<file path="src/rtl/dm_arb_pkg.sv">
// Shared types for the data-memory port arbiter: FSM states, owner encoding, default widths.
// Pure declarations; no logic or timing of its own.
package dm_arb_pkg;

    localparam int AW_DEF = 8;
    localparam int DW_DEF = 8;

    typedef enum logic {
        IDLE    = 1'b0,
        EXT_ACK = 1'b1
    } state_e;

    typedef enum logic [1:0] {
        OWN_NONE = 2'd0,
        OWN_CPU  = 2'd1,
        OWN_EXT  = 2'd2
    } owner_e;

endpackage

</file>
<file path="src/rtl/starve_counter.sv">
// Saturating count of consecutive cycles a pending host request lost to the CPU.
// clr wins over inc; at_limit is combinational from the registered count.
module starve_counter
    import dm_arb_pkg::*;
#(
    parameter int STARVE_LIMIT = 4
) (
    input  logic clk,
    input  logic rst,
    input  logic inc,
    input  logic clr,
    output logic at_limit
);

    // A limit of 0 still needs a 1-bit register; it simply never leaves 0.
    localparam int CW = (STARVE_LIMIT > 0) ? $clog2(STARVE_LIMIT + 1) : 1;
    localparam logic [CW-1:0] LIMIT = CW'(STARVE_LIMIT);

    logic [CW-1:0] r_cnt;

    always_ff @(posedge clk or posedge rst) begin
        if (rst) begin
            r_cnt <= '0;
        end else if (clr) begin
            r_cnt <= '0;
        end else if (inc && !at_limit) begin
            r_cnt <= r_cnt + 1'b1;
        end
    end

    assign at_limit = (r_cnt == LIMIT);

endmodule

</file>
<file path="src/rtl/dm_port_arbiter.sv">
// Shares the single-port DM between the MEM stage (priority) and a host port; host gets a slot
// within STARVE_LIMIT denied cycles, costs the CPU at most one stall cycle, and is acked one cycle after its strobe.
module dm_port_arbiter
    import dm_arb_pkg::*;
#(
    parameter int AW           = AW_DEF,
    parameter int DW           = DW_DEF,
    parameter int STARVE_LIMIT = 4
) (
    input  logic          clk,
    input  logic          rst,
    input  logic          cpu_req,
    input  logic          cpu_we,
    input  logic [AW-1:0] cpu_addr,
    input  logic [DW-1:0] cpu_wdata,
    output logic          cpu_stall,
    output logic          cpu_rvalid,
    output logic [DW-1:0] cpu_rdata,
    input  logic          ext_req,
    input  logic          ext_we,
    input  logic [AW-1:0] ext_addr,
    input  logic [DW-1:0] ext_wdata,
    output logic          ext_ack,
    output logic [DW-1:0] ext_rdata,
    output logic          mem_en,
    output logic          mem_we,
    output logic [AW-1:0] mem_addr,
    output logic [DW-1:0] mem_wdata,
    input  logic [DW-1:0] mem_rdata
);

    state_e        r_state;
    state_e        w_state_nxt;
    owner_e        w_own;
    logic          w_at_limit;
    logic          w_cnt_inc;
    logic          w_cnt_clr;
    logic          r_ext_rd;
    logic          r_cpu_rvalid;
    logic [DW-1:0] r_ext_rdata;

    starve_counter #(
        .STARVE_LIMIT(STARVE_LIMIT)
    ) u_starve (
        .clk      (clk),
        .rst      (rst),
        .inc      (w_cnt_inc),
        .clr      (w_cnt_clr),
        .at_limit (w_at_limit)
    );

    always_ff @(posedge clk or posedge rst) begin
        if (rst) begin
            r_state <= IDLE;
        end else begin
            r_state <= w_state_nxt;
        end
    end

    // EXT_ACK ignores ext_req: the host is seeing its ack and dropping the request.
    always_comb begin
        w_state_nxt = r_state;
        w_own       = OWN_NONE;
        w_cnt_inc   = 1'b0;
        w_cnt_clr   = 1'b1;
        case (r_state)
            IDLE: begin
                if (ext_req && (!cpu_req || w_at_limit)) begin
                    w_own       = OWN_EXT;
                    w_state_nxt = EXT_ACK;
                end else if (cpu_req) begin
                    w_own = OWN_CPU;
                    if (ext_req) begin
                        w_cnt_inc = 1'b1;
                        w_cnt_clr = 1'b0;
                    end
                end
            end
            EXT_ACK: begin
                if (cpu_req) begin
                    w_own = OWN_CPU;
                end
                w_state_nxt = IDLE;
            end
            default: w_state_nxt = IDLE;
        endcase
    end

    always_comb begin
        mem_en    = 1'b0;
        mem_we    = 1'b0;
        mem_addr  = cpu_addr;
        mem_wdata = cpu_wdata;
        cpu_stall = 1'b0;
        case (w_own)
            OWN_EXT: begin
                mem_en    = 1'b1;
                mem_we    = ext_we;
                mem_addr  = ext_addr;
                mem_wdata = ext_wdata;
                cpu_stall = cpu_req;
            end
            OWN_CPU: begin
                mem_en = 1'b1;
                mem_we = cpu_we;
            end
            default: begin
                mem_en = 1'b0;
            end
        endcase
        if (rst) begin
            mem_en    = 1'b0;
            mem_we    = 1'b0;
            cpu_stall = 1'b0;
        end
    end

    always_ff @(posedge clk or posedge rst) begin
        if (rst) begin
            r_ext_rd     <= 1'b0;
            r_ext_rdata  <= '0;
            r_cpu_rvalid <= 1'b0;
        end else begin
            r_cpu_rvalid <= cpu_req && !cpu_stall && !cpu_we;
            if (w_own == OWN_EXT) begin
                r_ext_rd <= !ext_we;
            end
            if (r_state == EXT_ACK && r_ext_rd) begin
                r_ext_rdata <= mem_rdata;
            end
        end
    end

    assign ext_ack    = (r_state == EXT_ACK);
    assign ext_rdata  = r_ext_rdata;
    assign cpu_rvalid = r_cpu_rvalid;
    assign cpu_rdata  = mem_rdata;

endmodule

</file>
<file path="config.mk">
export PLATFORM = sky130hd
export DESIGN_NAME = dm_port_arbiter
export DESIGN_NICKNAME = d
export VERILOG_FILES = /design/src/rtl/dm_arb_pkg.sv /design/src/rtl/starve_counter.sv /design/src/rtl/dm_port_arbiter.sv
export SDC_FILE = /design/constraint.sdc
export NUM_CORES = 1
export LEC_CHECK = 0
export BUFFER_PORTS_ARGS = -buffer_cell sky130_fd_sc_hd__buf_2
export CORE_UTILIZATION = 33
export CTS_CLUSTER_SIZE = 16
export DETAILED_ROUTE_END_ITERATION = 12
export PLACE_DENSITY = 0.82
export SYNTH_ARGS = -nofsm -noshare
export SYNTH_HDL_FRONTEND = slang
export SYNTH_SLANG_ARGS = --single-unit
</file>
<file path="constraint.sdc">
create_clock -name clk -period 2 [get_ports clk]
set_input_delay 0.2 -clock clk [delete_from_list [all_inputs] [get_ports clk]]
set_output_delay 0.2 -clock clk [all_outputs]
set_load 0.005 [all_outputs]
</file>
# Word level (Yosys, flattened, before mapping)
# Index checks and enable logic that the tools add are counted.
totals:
  inputBits: 46
  out_inout_bits: 37
  wordCells: 46
  register_bits: 14
classes:
  reduce_logical: 13
  addsub: 1
  eq_ne: 3
  bitwise: 1
  n_mux: 23
ops:
  columns: ["op", "count"]
  rows:
  - ["$mux 8", 2]
  - ["$mux 1", 15]
  - ["$mux 3", 2]
  - ["$logic_and 1x1->1", 5]
  - ["$logic_not 1->1", 5]
  - ["$pmux 1 s2", 2]
  - ["$pmux 2 s2", 1]
  - ["$add 3x1->3 const B", 1]
  - ["$eq 3x3->1 const B", 1]
  - ["$eq 2x1->1 const B", 1]
  - ["$eq 2x2->1 const B", 1]
  - ["$mux 2", 1]
  - ["$reduce_bool 2->1", 1]
  - ["$reduce_or 2->1", 1]
  - ["$logic_or 1x1->1", 1]
  - ["$not 1->1", 1]

# Logic depth before layout (Yosys ltp)
# Gate-level depths: netlist of run 1.
logic_depth:
  word_depth: 11
  depth_mapped: 8
  depth_no_buf: 7

# By module
# Synthesis of run 1 repeated with hierarchy kept, for this count alone.
unflattened:
  hier_cells: 87
  hier_area_um2: 1013.5
by_module_without_submodules:
  columns: ["mod", "n_inst", "area_per_inst_um2", "cells_per_inst"]
  rows:
  - ["dm_port_arbiter", 1, 817.0, 68]
  - ["starve_counter", 1, 196.4, 19]

# Least setup slack after synthesis of run 1
# Ideal clock, no wire load.
synth_path:
  path_kind: "flip-flop to output port"
  startpoint: "reg u_starve.r_cnt[0]"
  endpoint: "out mem_addr[0]"
  arrival_time_ns: 1.712
  t_required_ns: 1.800
  stages_incl_launch_ff: 9
  setup_slack_ns: 0.088
  n_path_buf: 2
  cell_sequence: "dfrtp_1 inv_1 ha_1 nand2_1 o21ai_0 ha_1 buf_2 buf_6 mux2_2"
synth_between:
  elab_chain_cells: 7
synth_rtl:
  columns: ["item", "line", "rtl"]
  rows:
  - ["start, declared", "starve_counter.sv:19", "logic [CW-1:0] r_cnt;"]
  - ["start signal, assigned", "starve_counter.sv:27", "r_cnt <= r_cnt + 1'b1;"]
  - ["$eq 3x3->1", "starve_counter.sv:31", "assign at_limit = (r_cnt == LIMIT);"]
  - ["$logic_or 1x1->1", "dm_port_arbiter.sv:68", "if (ext_req && (!cpu_req || w_at_limit)) begin"]
  - ["$logic_and 1x1->1", "dm_port_arbiter.sv:68", null]
  - ["$mux 2", "dm_port_arbiter.sv:68", null]
  - ["$pmux 2 s2", "dm_port_arbiter.sv:66", "case (r_state)"]
  - ["$eq 2x2->1", "dm_port_arbiter.sv:95", "case (w_own)"]
  - ["$mux 8", "dm_port_arbiter.sv:95", null]
  - ["end, declared", "dm_port_arbiter.sv:27", "output logic [AW-1:0] mem_addr,"]
# Every way passes these cells.

# Worst setup path in the final report of run 1
layout_path:
  startpoint: "reg u_starve.r_cnt[1]"
  endpoint: "out mem_addr[5]"
# Same word-level chain as after synthesis.

==> results.md, run 1 <==
- Finished Cell Area: 0.00165 mm²
- Drt initial violations: 17
- Root buffer cell: clkbuf_4
- MaxCap Viol Count: 0
- Final setup violation count: 18
- Io pins: 83
- Minimum clock period: 2120 ps
- Slew Limit Fails: 0
- DRC viols: 0
- Reg-to-Reg End: cpu_rvalid$_DFF_PP0_
- TritonRoute pass-1 iters: 4
- Routed vias: 923
- P per Cell Area: 531 mW/mm²
- Die Ht: 54.4 µm
- Ratio of cells with drive above 1 in the final layout: 80.0%
- Cell Rows: 18
- GRT overflow: 0
- Clk sink count: 14
- RSZ-0062 raised after global routing: yes
- Worst Hold Path EP: cpu_rvalid$_DFF_PP0_
- Syn Inst Count: 79
- Startpoint types: register
- Largest net degree at the start of global routing: 11
- Number of synthesized register bits: 14
- CP Max Fanout: 8
- Die width: 54.4 µm
- Vias in the first global route: 851
- CP Class: register to output pin
- Outcome: finished with violations
- GP Congestion: 0.720
- Hold Crit Depth: 2
- Syn nets: 130
- Nets@finish: 218
- Area Growth Syn to Fin: 82.0%
- # port buffers: 82
- Core region area: 0.00252 mm²
- Detailed placement HPWL: 1940 µm
- Synth Area per Inst: 11.5 µm²
- Min-delay src: cpu_we
- Crit path capture type: output pin
- Total GRT Usage: 18.5%
- R2R setup slack: 440 ps
- Post-synth cell types: 21
- Post-DP Area: 0.00131 mm²
- Post-route setup slack: -119 ps
- Num CTS Buffers: 3
- CTS H-tree lvls: 1
- Ant. Diodes: 0
- First-pass GRT wire length: 3830 µm
- WL final: 2960 µm
- Wire length per cell: 15.2 µm
- Critical path arrival: 1920 ps
- Clock latency at the later pin of the worst-skew pair: 270 ps
- Register area share after synthesis: 38.7%
- CTS tree: built
- Full die area: 0.00295 mm²
- Initial antenna violation count: 0
- Total power: 874 µW
- Antenna-violating nets left: 0
- Number of synthesis warnings: 0
- Reg2reg path depth: 8
- Critical Path RT: 1800 ps
- Origin of the critical flop-to-flop path: u_starve.r_cnt[1]$_DFFE_PP0P_
- Clock Path Buffers: 2
- Clk_skew: 3.45 ps
- Max transition margin: 75.0%
- Peak supply drop: 0.435 mV
- Vias per cell: 4.73
- Clk slew on worst S/H paths: 70 ps
- Mapped cell area: 905 µm²
- Hold Vio Cnt, Final: 0
- Starting Density: 35.9%
- Fin crit share: 106%
- HP Class: input pin to register
- Least-Margin Pin Slew: 374 ps
- Fmax achieved: 472 MHz
- Pleak: 0.000858 µW
- Failing checks: setup timing
==> metrics by stage <==
| stage | hold WS, ps | instances | TNS (ps) | utilization, % | setup WS (ps) |
|---|---|---|---|---|---|
| 6_report | 109 | 195 | -1880 | 65.3 | -119 |
| 5_1_grt | 103 | 195 | -3200 | 65.3 | -191 |
| 4_1_cts | 102 | 194 | -2290 | 63.7 | -147 |
| 3_5_place_dp | 203 | 184 | -1020 | 52.0 | -75.3 |
| 3_3_place_gp | 201 | 184 | 0 | 52.0 | 16.7 |
| 2_1_floorplan | 103 | 79 | 0 | - | 87.7 |
==> placed cells by master (no fill, tap or decap), types with 3 or more instances in the layout <==
master	instances
nor3_1	3
buf_6	16
mux2_4	16
ha_4	4
mux2_2	8
dfrtp_1	14
buf_2	67
buf_4	7
inv_1	3
clkbuf_4	3
==> final cells by class <==
type	instances	area (µm²)
clock buffer	3	22.5
fill	195	876
inverter	5	18.8
multi-input combinational	50	609
sequential	14	350
tap	30	37.5
timing repair buffer	93	608
==> what timing repair did <==
| action | in CTS | in global routing |
|---|---|---|
| endpoints found under the setup margin | 18 | 19 |
| setup buffers | 5 | 3 |
| endpoints found under the hold margin | 8 | 0 |
| resized for setup | 46 | 10 |
| pin swaps | 4 | 3 |
| cloned | 1 | 0 |
| hold buffers | 1 | 0 |
==> Yosys cell counts, drive strengths merged <==
cell type / count / area share (%)
nor2: 2 / 0.83
a22oi: 1 / 0.83
a31oi: 1 / 0.69
dfrtp: 14 / 39
nor3: 3 / 1.7
nand2b: 2 / 1.4
a21oi: 2 / 1.1
inv: 5 / 2.1
a21bo: 1 / 1.1
a211oi: 2 / 2.2
nand2: 3 / 1.2
buf: 10 / 8.4
mux2: 24 / 30
and3: 1 / 0.69
nor2b: 1 / 0.69
o21ai: 1 / 0.55
ha: 5 / 6.9
or3b: 1 / 0.97
==> metal layers <==
metal	GRT usage (%)	vias up	wire, µm
li1	-	440	-
met1	22.1	457	1170
met2	31.9	22	1670
met3	5.56	4	94
met4	5.13	0	28
met5	0	-	0
==> report_power, final <==
group	internal (µW)	switching (µW)	leakage [µW]
clock	69.7	79.6	0.0000138
combinational	222	134	0.000673
sequential	343	26.4	0.000171
total	634	240	0.000858
==> how the worst max path moves through the flow <==
stage / startpoint / endpoint / slack [ps]
3_5_place_dp: u_starve.r_cnt[1]$_DFFE_PP0P_ / mem_wdata[3] / -80
5_1_grt: u_starve.r_cnt[1]$_DFFE_PP0P_ / mem_addr[2] / -190
2_1_floorplan: u_starve.r_cnt[0]$_DFFE_PP0P_ / mem_addr[0] / 90
6_report: u_starve.r_cnt[1]$_DFFE_PP0P_ / mem_addr[5] / -120
4_1_cts: u_starve.r_cnt[1]$_DFFE_PP0P_ / mem_wdata[3] / -150
3_3_place_gp: u_starve.r_cnt[1]$_DFFE_PP0P_ / mem_wdata[3] / 20
==> registers in the layout (all words and copies together), names as in the netlist <==
signal and flops:
cpu_rvalid 1, ext_ack 1, ext_rdata 8, r_ext_rd 1
u_starve.r_cnt 3
==> cell families after synthesis <==
group	count (synthesis)	share of synthesized area, %
AO/OA/AOI/OAI	8	6.50
buffers and inverters	15	10.5
adder cells (fa/ha/maj)	5	6.92
multiplexers	24	29.9
AND/OR/NAND/NOR	13	7.47
flip-flops	14	38.7
==> worst max-delay path, cell delays in order (launching register included) <==
cell and delay [ps]:
dfrtp_1 410, inv_2 80, ha_4 140, nand2_4 60, o21ai_4 190, ha_4 180
buf_8 150, mux2_4 320, buf_6 120
Power figures use the tool's default switching activity.
==> run 2: changes to the inputs <==
--- a/config.mk
+++ b/config.mk
@@ -5,8 +5,11 @@
 export SDC_FILE = /design/constraint.sdc
 export NUM_CORES = 1
 export LEC_CHECK = 0
+export ABC_AREA = 1
 export BUFFER_PORTS_ARGS = -buffer_cell sky130_fd_sc_hd__buf_2
-export CORE_UTILIZATION = 33
+export CORE_ASPECT_RATIO = 1.1
+export CORE_MARGIN = 2
+export CORE_UTILIZATION = 34
 export CTS_CLUSTER_SIZE = 16
 export DETAILED_ROUTE_END_ITERATION = 12
 export PLACE_DENSITY = 0.82
==> run 2 against run 1 <==
The run still ends with setup timing left. Combinational power down 24%. Wire length is 18% lower. Via count increased by 13%. Clock power barely moved. Critical endpoint is now u_starve.r_cnt[0]$_DFFE_PP0P_.
==> results.md, run 2 <==
- Vias in the first global route: 865 (+1.6%)
- Startpoint types: register
- Syn nets: 184 (+42%)
- Clk slew on worst S/H paths: 70 ps (about the same)
- Critical path startpoint: u_starve.r_cnt[0]$_DFFE_PP0P_
- Complex-gate fraction of the synthesized area: 10.3% (+3.8 points)
- Total GRT Usage: 15.3% (-3.2 points)
- Most frequent cells after synthesis: 38 x nand2_1, 24 x inv_1, 17 x o21ai_0, 14 x dfrtp_1, 11 x buf_4
- Synth Area in Simple Gates: 24.9% (+17 points)
- Total power: 798 µW (-8.7%)
- Global Route met1 Usage: 18.8% (-3.3 points)
- Core region area: 0.00270 mm² (+7.1%)
- Mapped cell area: 948 µm² (+4.8%)
- Most frequent cells in the layout: 82 x buf_2, 35 x nand2_1, 23 x inv_1, 14 x dfrtp_1, 12 x buf_4
- P per Cell Area: 540 mW/mm² (+1.8%)
- Synth Area per Inst: 7.13 µm² (-38%)
- Most frequent cell after synthesis: nand2_1
- Final hold slack: 102 ps (-7.33 ps)
- Synth top area cells: dfrtp_1 37%, nand2_1 15%, inv_1 9.5%
- Failing checks: setup timing
- Post-synth EDFFs: 0 (unchanged)
- Post-synth cell types: 17 (-19%)
- Antenna-violating nets left: 0 (unchanged)
- Num CTS Buffers: 3 (unchanged)
- Peak supply drop: 0.341 mV (-22%)
- Ant. Diodes: 0 (unchanged)
- Wire length per cell: 9.58 µm (-37%)
- Portion of netlist area occupied by mux cells: 0% (-30 points)
- Critical path arrival: 2290 ps (+370 ps)
- GP Congestion: 0.718 (-0.22%)
- Minimum clock period: 2130 ps (+9.76 ps)
- Max FFs per register: 8 (unchanged)
- Vias per cell: 4.15 (-12%)
- CTS H-tree lvls: 1 (unchanged)
- Cell Rows: 20 (+2)
- Clk sink count: 14 (unchanged)
- Routed vias: 1046 (+13%)
- Synth Area in Adders: 6.60% (-0.32 points)
- Fin crit share: 106% (+0.49 points)
- Commonest non-fill, non-tap cell in the layout: buf_2
- Outcome: finished with violations
- Top-area cell type share of the netlist area: 36.9% (-1.8 points)
- Hold Vio Cnt, Final: 0 (unchanged)
- Main combinational cell family by area after synthesis: simple AND/OR/NAND/NOR gates
- Crit path capture type: register
- CTS tree: built
- Clk_skew: 1.16 ps (-2.29 ps)
- Die width: 54.4 µm (unchanged)
- Nets@finish: 272 (+25%)
- Area Growth Syn to Fin: 55.7%
- Synth Area in XOR/XNOR: 0.923% (+0.92 points)
- DRC viols: 0 (unchanged)
- HP Class: input pin to register
- Dominant cell type by area after synthesis: dfrtp_1
- Fmax achieved: 470 MHz (-0.46%)
- CP Class: register to register
- GRT Max-Usage Layer: met2
- Syn Inst Count: 133 (+68%)
- MaxCap Viol Count: 0 (unchanged)
- Slew Limit Fails: 0 (unchanged)
- Routing usage on met3: 2.78% (-2.8 points)
- RSZ-0062 raised after global routing: yes
- Final core utilization: 54.6% (-11 points)
- # port buffers: 82 (unchanged)
- Die Ht: 59.4 µm (+9.3%)
- Max transition margin: 64.9% (-10 points)
- Initial antenna violation count: 0 (unchanged)
- Io pins: 83 (unchanged)
- Least-Margin Pin Slew: 526 ps (+151 ps)
- Origin of the critical flop-to-flop path: u_starve.r_cnt[0]$_DFFE_PP0P_
- Clock latency at the later pin of the worst-skew pair: 270 ps (about the same)
- Clock Path Buffers: 2 (unchanged)
- First-pass GRT wire length: 3590 µm (-6.1%)
- Full die area: 0.00323 mm² (+9.3%)
- Starting Density: 35.1% (-0.77 points)
- Detailed placement HPWL: 1790 µm (-7.4%)
- GRT overflow: 0 (unchanged)
- GR Util met2: 25.6% (-6.3 points)
- Min-delay src: cpu_we
- CP Max Fanout: 3 (-5)
- Critical Path RT: 2160 ps (+360 ps)
- Pleak: 0.000903 µW (+5.2%)
- Drt initial violations: 9 (-8)
- Non-filler cells, final: 252 (+29%)
- Post-route setup slack: -128 ps (-9.76 ps)
- Largest net degree at the start of global routing: 33 (+22)
- Final setup violation count: 20 (+2)
- Async set or reset register ratio after synthesis: 100% (unchanged)
- Placed insts: 237 (+29%)
- WL final: 2420 µm (-18%)
- Ratio of cells with drive above 1 in the final layout: 49.3% (-31 points)
- Number of synthesis warnings: 0 (unchanged)
- TritonRoute pass-1 iters: 3 (-1)
- FILL cells: 278 (+43%)
- Top FF cell, synth: dfrtp_1
- Root buffer cell: clkbuf_4
- Number of synthesized register bits: 14 (unchanged)
- Setup TNS: -949 ps (+931 ps)
- Register area share after synthesis: 36.9% (-1.8 points)
run 2: final cells by class:
cell class | instances | area [µm²] | area share, %
repair buffers | 96 | 531 | 35.9
multi-input cells | 81 | 438 | 29.7
flip-flops and latches | 14 | 350 | 23.7
inverters | 25 | 93.8 | 6.36
well taps | 33 | 41.3 | 2.80
clock buffers | 3 | 22.5 | 1.53
run 2: path summary, 6_finish.rpt:
| kind | cells past startpoint | to | slack, ps |
|---|---|---|---|
| setup reg to reg | 15 | u_starve.r_cnt[0]$_DFFE_PP0P_ | -130 |
| hold / removal | 2 | cpu_rvalid$_DFF_PP0_ | 100 |
| setup / recovery | 15 | u_starve.r_cnt[0]$_DFFE_PP0P_ | -130 |
| max in group asynchronous | 3 | ext_rdata[7]$_DFFE_PP0P_ | 1120 |
| min in group asynchronous | 3 | ext_ack$_DFF_PP0_ | 530 |
| hold reg to reg | 2 | ext_rdata[0]$_DFFE_PP0P_ | 470 |
run 2: timing repair:
action | 4_1_cts | 5_1_grt
gates resized for setup | 9 | 8
endpoints found under the hold margin | 14 | 0
hold buffers | 1 | 0
setup buffers | 11 | 0
pin swaps | 0 | 2
setup endpoints to repair | 18 | 22
gates cloned | 0 | 0
run 2: metrics by stage:
step	worst slack (ps)	cell area (µm²)
floorplan	325	948
global placement	191	1320
detailed placement	161	1320
CTS	-79.2	1460
global route	-227	1480
finish	-128	1480
run 2: critical path, cell delays in order (launching register included):
cell and delay, ps:
dfrtp_1 380, inv_1 60, ha_2 170, nand2_2 60, buf_4 130, buf_4 120
buf_4 120, buf_4 120, buf_4 120, buf_4 120, buf_4 120, buf_4 120
buf_4 120, buf_4 120, nand4_2 80, nor2_1 70
run 2: per-layer routing:
metal,share of wire [%],wire length (µm),up-vias
met2,54,1290,27
met3,5.3,129,5
met1,39,949,449
met5,0,0,-
li1,-,-,565
met4,1.7,41,0
run 2: where the power goes:
group / internal, µW / total (µW) / switching [µW] / leakage, µW
registers: 339 / 375 / 35.8 / 0.000176
logic: 141 / 271 / 130 / 0.000713
clock network: 69.8 / 151 / 81.3 / 0.0000138
total: 550 / 798 / 247 / 0.000903
run 2: cell families (layout without fill, tap and decap cells):
kind of cell / Yosys count / in the layout
simple gates: 56 / 56
buf+inv: 38 / 124
compound gates: 19 / 19
flops: 14 / 14
fa+ha+maj: 5 / 5
xor+xnor: 1 / 1
==> run 3: changes to the inputs <==
==> constraint.sdc (replaced) <==
create_clock -name clk -period 1.8 [get_ports clk]
set_input_delay 0.18 -clock clk [delete_from_list [all_inputs] [get_ports clk]]
set_output_delay 0.18 -clock clk [all_outputs]
set_load 0.005 [all_outputs]
==> run 3 against run 2 <==
The run still ends with setup timing left. Clock power up 9%. Total power increased by 11%. Wire length fell by 3.7%. Critical endpoint is now mem_we. Critical path type is now register to output pin. Final area is 3.6% lower.
==> results.md, run 3 (synthesis gave the netlist of run 2 again) <==
- RSZ-0062 raised after global routing: yes
- Int Power: 612 µW (+11%)
- Sw Ratio: 31.0% (-0.033 points)
- Root buffer cell: clkbuf_4
- Clk_skew: 0.546 ps (-0.611 ps)
- Num CTS Buffers: 3 (unchanged)
- HP Class: input pin to register
- DP Worst Slack: 17.2 ps (-144 ps)
- Vias per cell: 4.22 (+1.6%)
- Initial antenna violation count: 0 (unchanged)
- Full die area: 0.00323 mm² (unchanged)
- FILL cells: 279 (+0.36%)
- Post-DP Area: 0.00134 mm² (+2.1%)
- Critical path arrival: 1840 ps (-450 ps)
- Cell Rows: 20 (unchanged)
- Largest net degree at the start of global routing: 33 (unchanged)
- Final hold slack: 86.5 ps (-15.4 ps)
- Clock network power share: 18.5% (-0.4 points)
- WL final: 2330 µm (-3.7%)
- Crit path capture type: output pin
- Clock Path Buffers: 2 (unchanged)
- WL met1: 926 µm (-2.4%)
- Final setup violation count: 19 (-5.0%)
- Critical Path RT: 1620 ps (-540 ps)
- Cell breakdown of the critical path: inv_1 > ha_2 > nand2_2 > nand2_2 > nand2_4 > nand2_4 > inv_4 > ha_4 > or2_1 > a21oi_1 > buf_2
- Wire length per cell: 9.53 µm (-0.57%)
- Slew Limit Fails: 0 (unchanged)
- Most frequent cells in the layout: 82 x buf_2, 35 x nand2_1, 22 x inv_1, 15 x o21ai_0, 14 x dfrtp_1
- Switch Pwr: 274 µW (+11%)
- Hold Vio Cnt, Final: 0 (unchanged)
- Max FFs per register: 8 (unchanged)
- Fmax achieved: 494 MHz
- Outcome: finished with violations
- Clk slew on worst S/H paths: 70 ps (about the same)
- Antenna-violating nets left: 0 (unchanged)
- Total GRT Usage: 14.0% (-1.3 points)
- # port buffers: 82 (unchanged)
- Failing checks: setup timing
- Pleak: 0.000864 µW (-4.3%)
- First-pass GRT wire length: 3390 µm (-5.6%)
- Peak supply drop: 0.343 mV (+0.66%)
- Ratio of cells with drive above 1 in the final layout: 48.8% (-0.50 points)
- Critical path startpoint: u_starve.r_cnt[1]$_DFFE_PP0P_
- Combinational share of power: 34.2% (+0.2 points)
- Metal2 WL: 1250 µm (-3.3%)
- Routed vias: 1029 (-1.6%)
- CP peak stage delay: 380 ps (about the same)
- Minimum clock period: 2020 ps
- Finished Cell Area: 0.00142 mm² (-3.6%)
- Sequential fraction of design power: 47.3% (+0.3 points)
- Worst path slowest cell: dfrtp_1
- Total power: 886 µW (+11%)
- Nets@finish: 264 (-2.9%)
- P per Cell Area: 623 mW/mm² (+15%)
- Origin of the critical flop-to-flop path: u_starve.r_cnt[1]$_DFFE_PP0P_
- Core region area: 0.00270 mm² (unchanged)
- Startpoint types: register
- Die width: 54.4 µm (unchanged)
- Vias in the first global route: 831 (-3.9%)
- Post-route setup slack: -225 ps (-96.4 ps)
- Least-Margin Pin Slew: 527 ps (+1.49 ps)
- DRC viols: 0 (unchanged)
- Fin crit share: 112%
- Io pins: 83 (unchanged)
- Met3 Routed Length: 127 µm (-1.6%)
- CP Max Fanout: 3 (unchanged)
- MaxCap Viol Count: 0 (unchanged)
- Detailed placement HPWL: 1900 µm (+5.9%)
- Drt initial violations: 17 (+8)
- GRT overflow: 0 (unchanged)
- Min-delay src: cpu_we
- Area Growth Syn to Fin: 50.1%
- Commonest non-fill, non-tap cell in the layout: buf_2
- Starting Density: 35.1% (unchanged)
- CP Class: register to output pin
- Ant. Diodes: 0 (unchanged)
- Max transition margin: 64.8% (-0.10 points)
- Final core utilization: 52.7% (-1.9 points)
- CTS tree: built
- Clock latency at the later pin of the worst-skew pair: 270 ps (about the same)
- Die Ht: 59.4 µm (unchanged)
- TritonRoute pass-1 iters: 4 (+1)
- GP Congestion: 0.714 (-0.56%)
- Clk sink count: 14 (unchanged)
- CTS H-tree lvls: 1 (unchanged)
- Top Layer Used: met4
run 3: cell types whose count changed in the layout (fill, tap and decap cells not counted):
cell	before	now
ha_1	3	1
o21ai_0	11	15
buf_4	12	4
inv_1	23	22
inv_4	0	1
o21ai_1	6	2
ha_2	1	3
run 3: repair_timing:
item | CTS | global route
resized for setup | 11 | 3
buffers inserted | 1 | 0
setup endpoints to repair | 19 | 19
pin swaps | 3 | 2
hold buffers | 1 | 0
hold endpoints to repair | 14 | 0
run 3: critical path, delay by kind of cell, from the launching register on:
| family | cells | cell delay, ps |
|---|---|---|
| AOI/OAI and AO/OA | 1 | 110 |
| buffers and inverters | 3 | 220 |
| adders and majority gates | 2 | 360 |
| DFF | 1 | 380 |
| and+or+nand+nor | 5 | 510 |
run 3: worst paths after layout:
kind	slack (ps)	cells after the start	to
max	-220	11	mem_we
min	90	2	cpu_rvalid$_DFF_PP0_
max reg2reg	220	11	cpu_rvalid$_DFF_PP0_
min reg2reg	470	2	ext_rdata[6]$_DFFE_PP0P_
max in group asynchronous	940	3	u_starve.r_cnt[0]$_DFFE_PP0P_
min in group asynchronous	520	3	r_ext_rd$_DFFE_PP0N_
run 3: per-stage QoR:
step	std cells	TNS [ps]
floorplan	133	0
global placement	239	0
detailed placement	239	0
CTS	244	-3880
global route	244	-5520
finish	244	-3240
run 3: final cells by class:
class,instances,area [µm²],area share (%)
clock buffers,3,22.5,1.58
inverters,25,96.3,6.77
multi-input cells,81,443,31.1
flip-flops and latches,14,350,24.6
well taps,33,41.3,2.90
repair buffers,88,470,33.0
run 3: per-layer routing:
layer,track usage [%],up-vias
li1,-,553
met3,1.26,2
met1,17.6,446
met4,5.36,0
met2,24.3,28
met5,0,-
run 3: power by group through the flow:
stage	logic [µW]	clock network (µW)	registers (µW)
2_1_floorplan	145	0	420
3_3_place_gp	285	0	422
3_5_place_dp	293	0	426
4_1_cts	306	173	421
5_1_grt	345	187	429
6_report	303	164	419
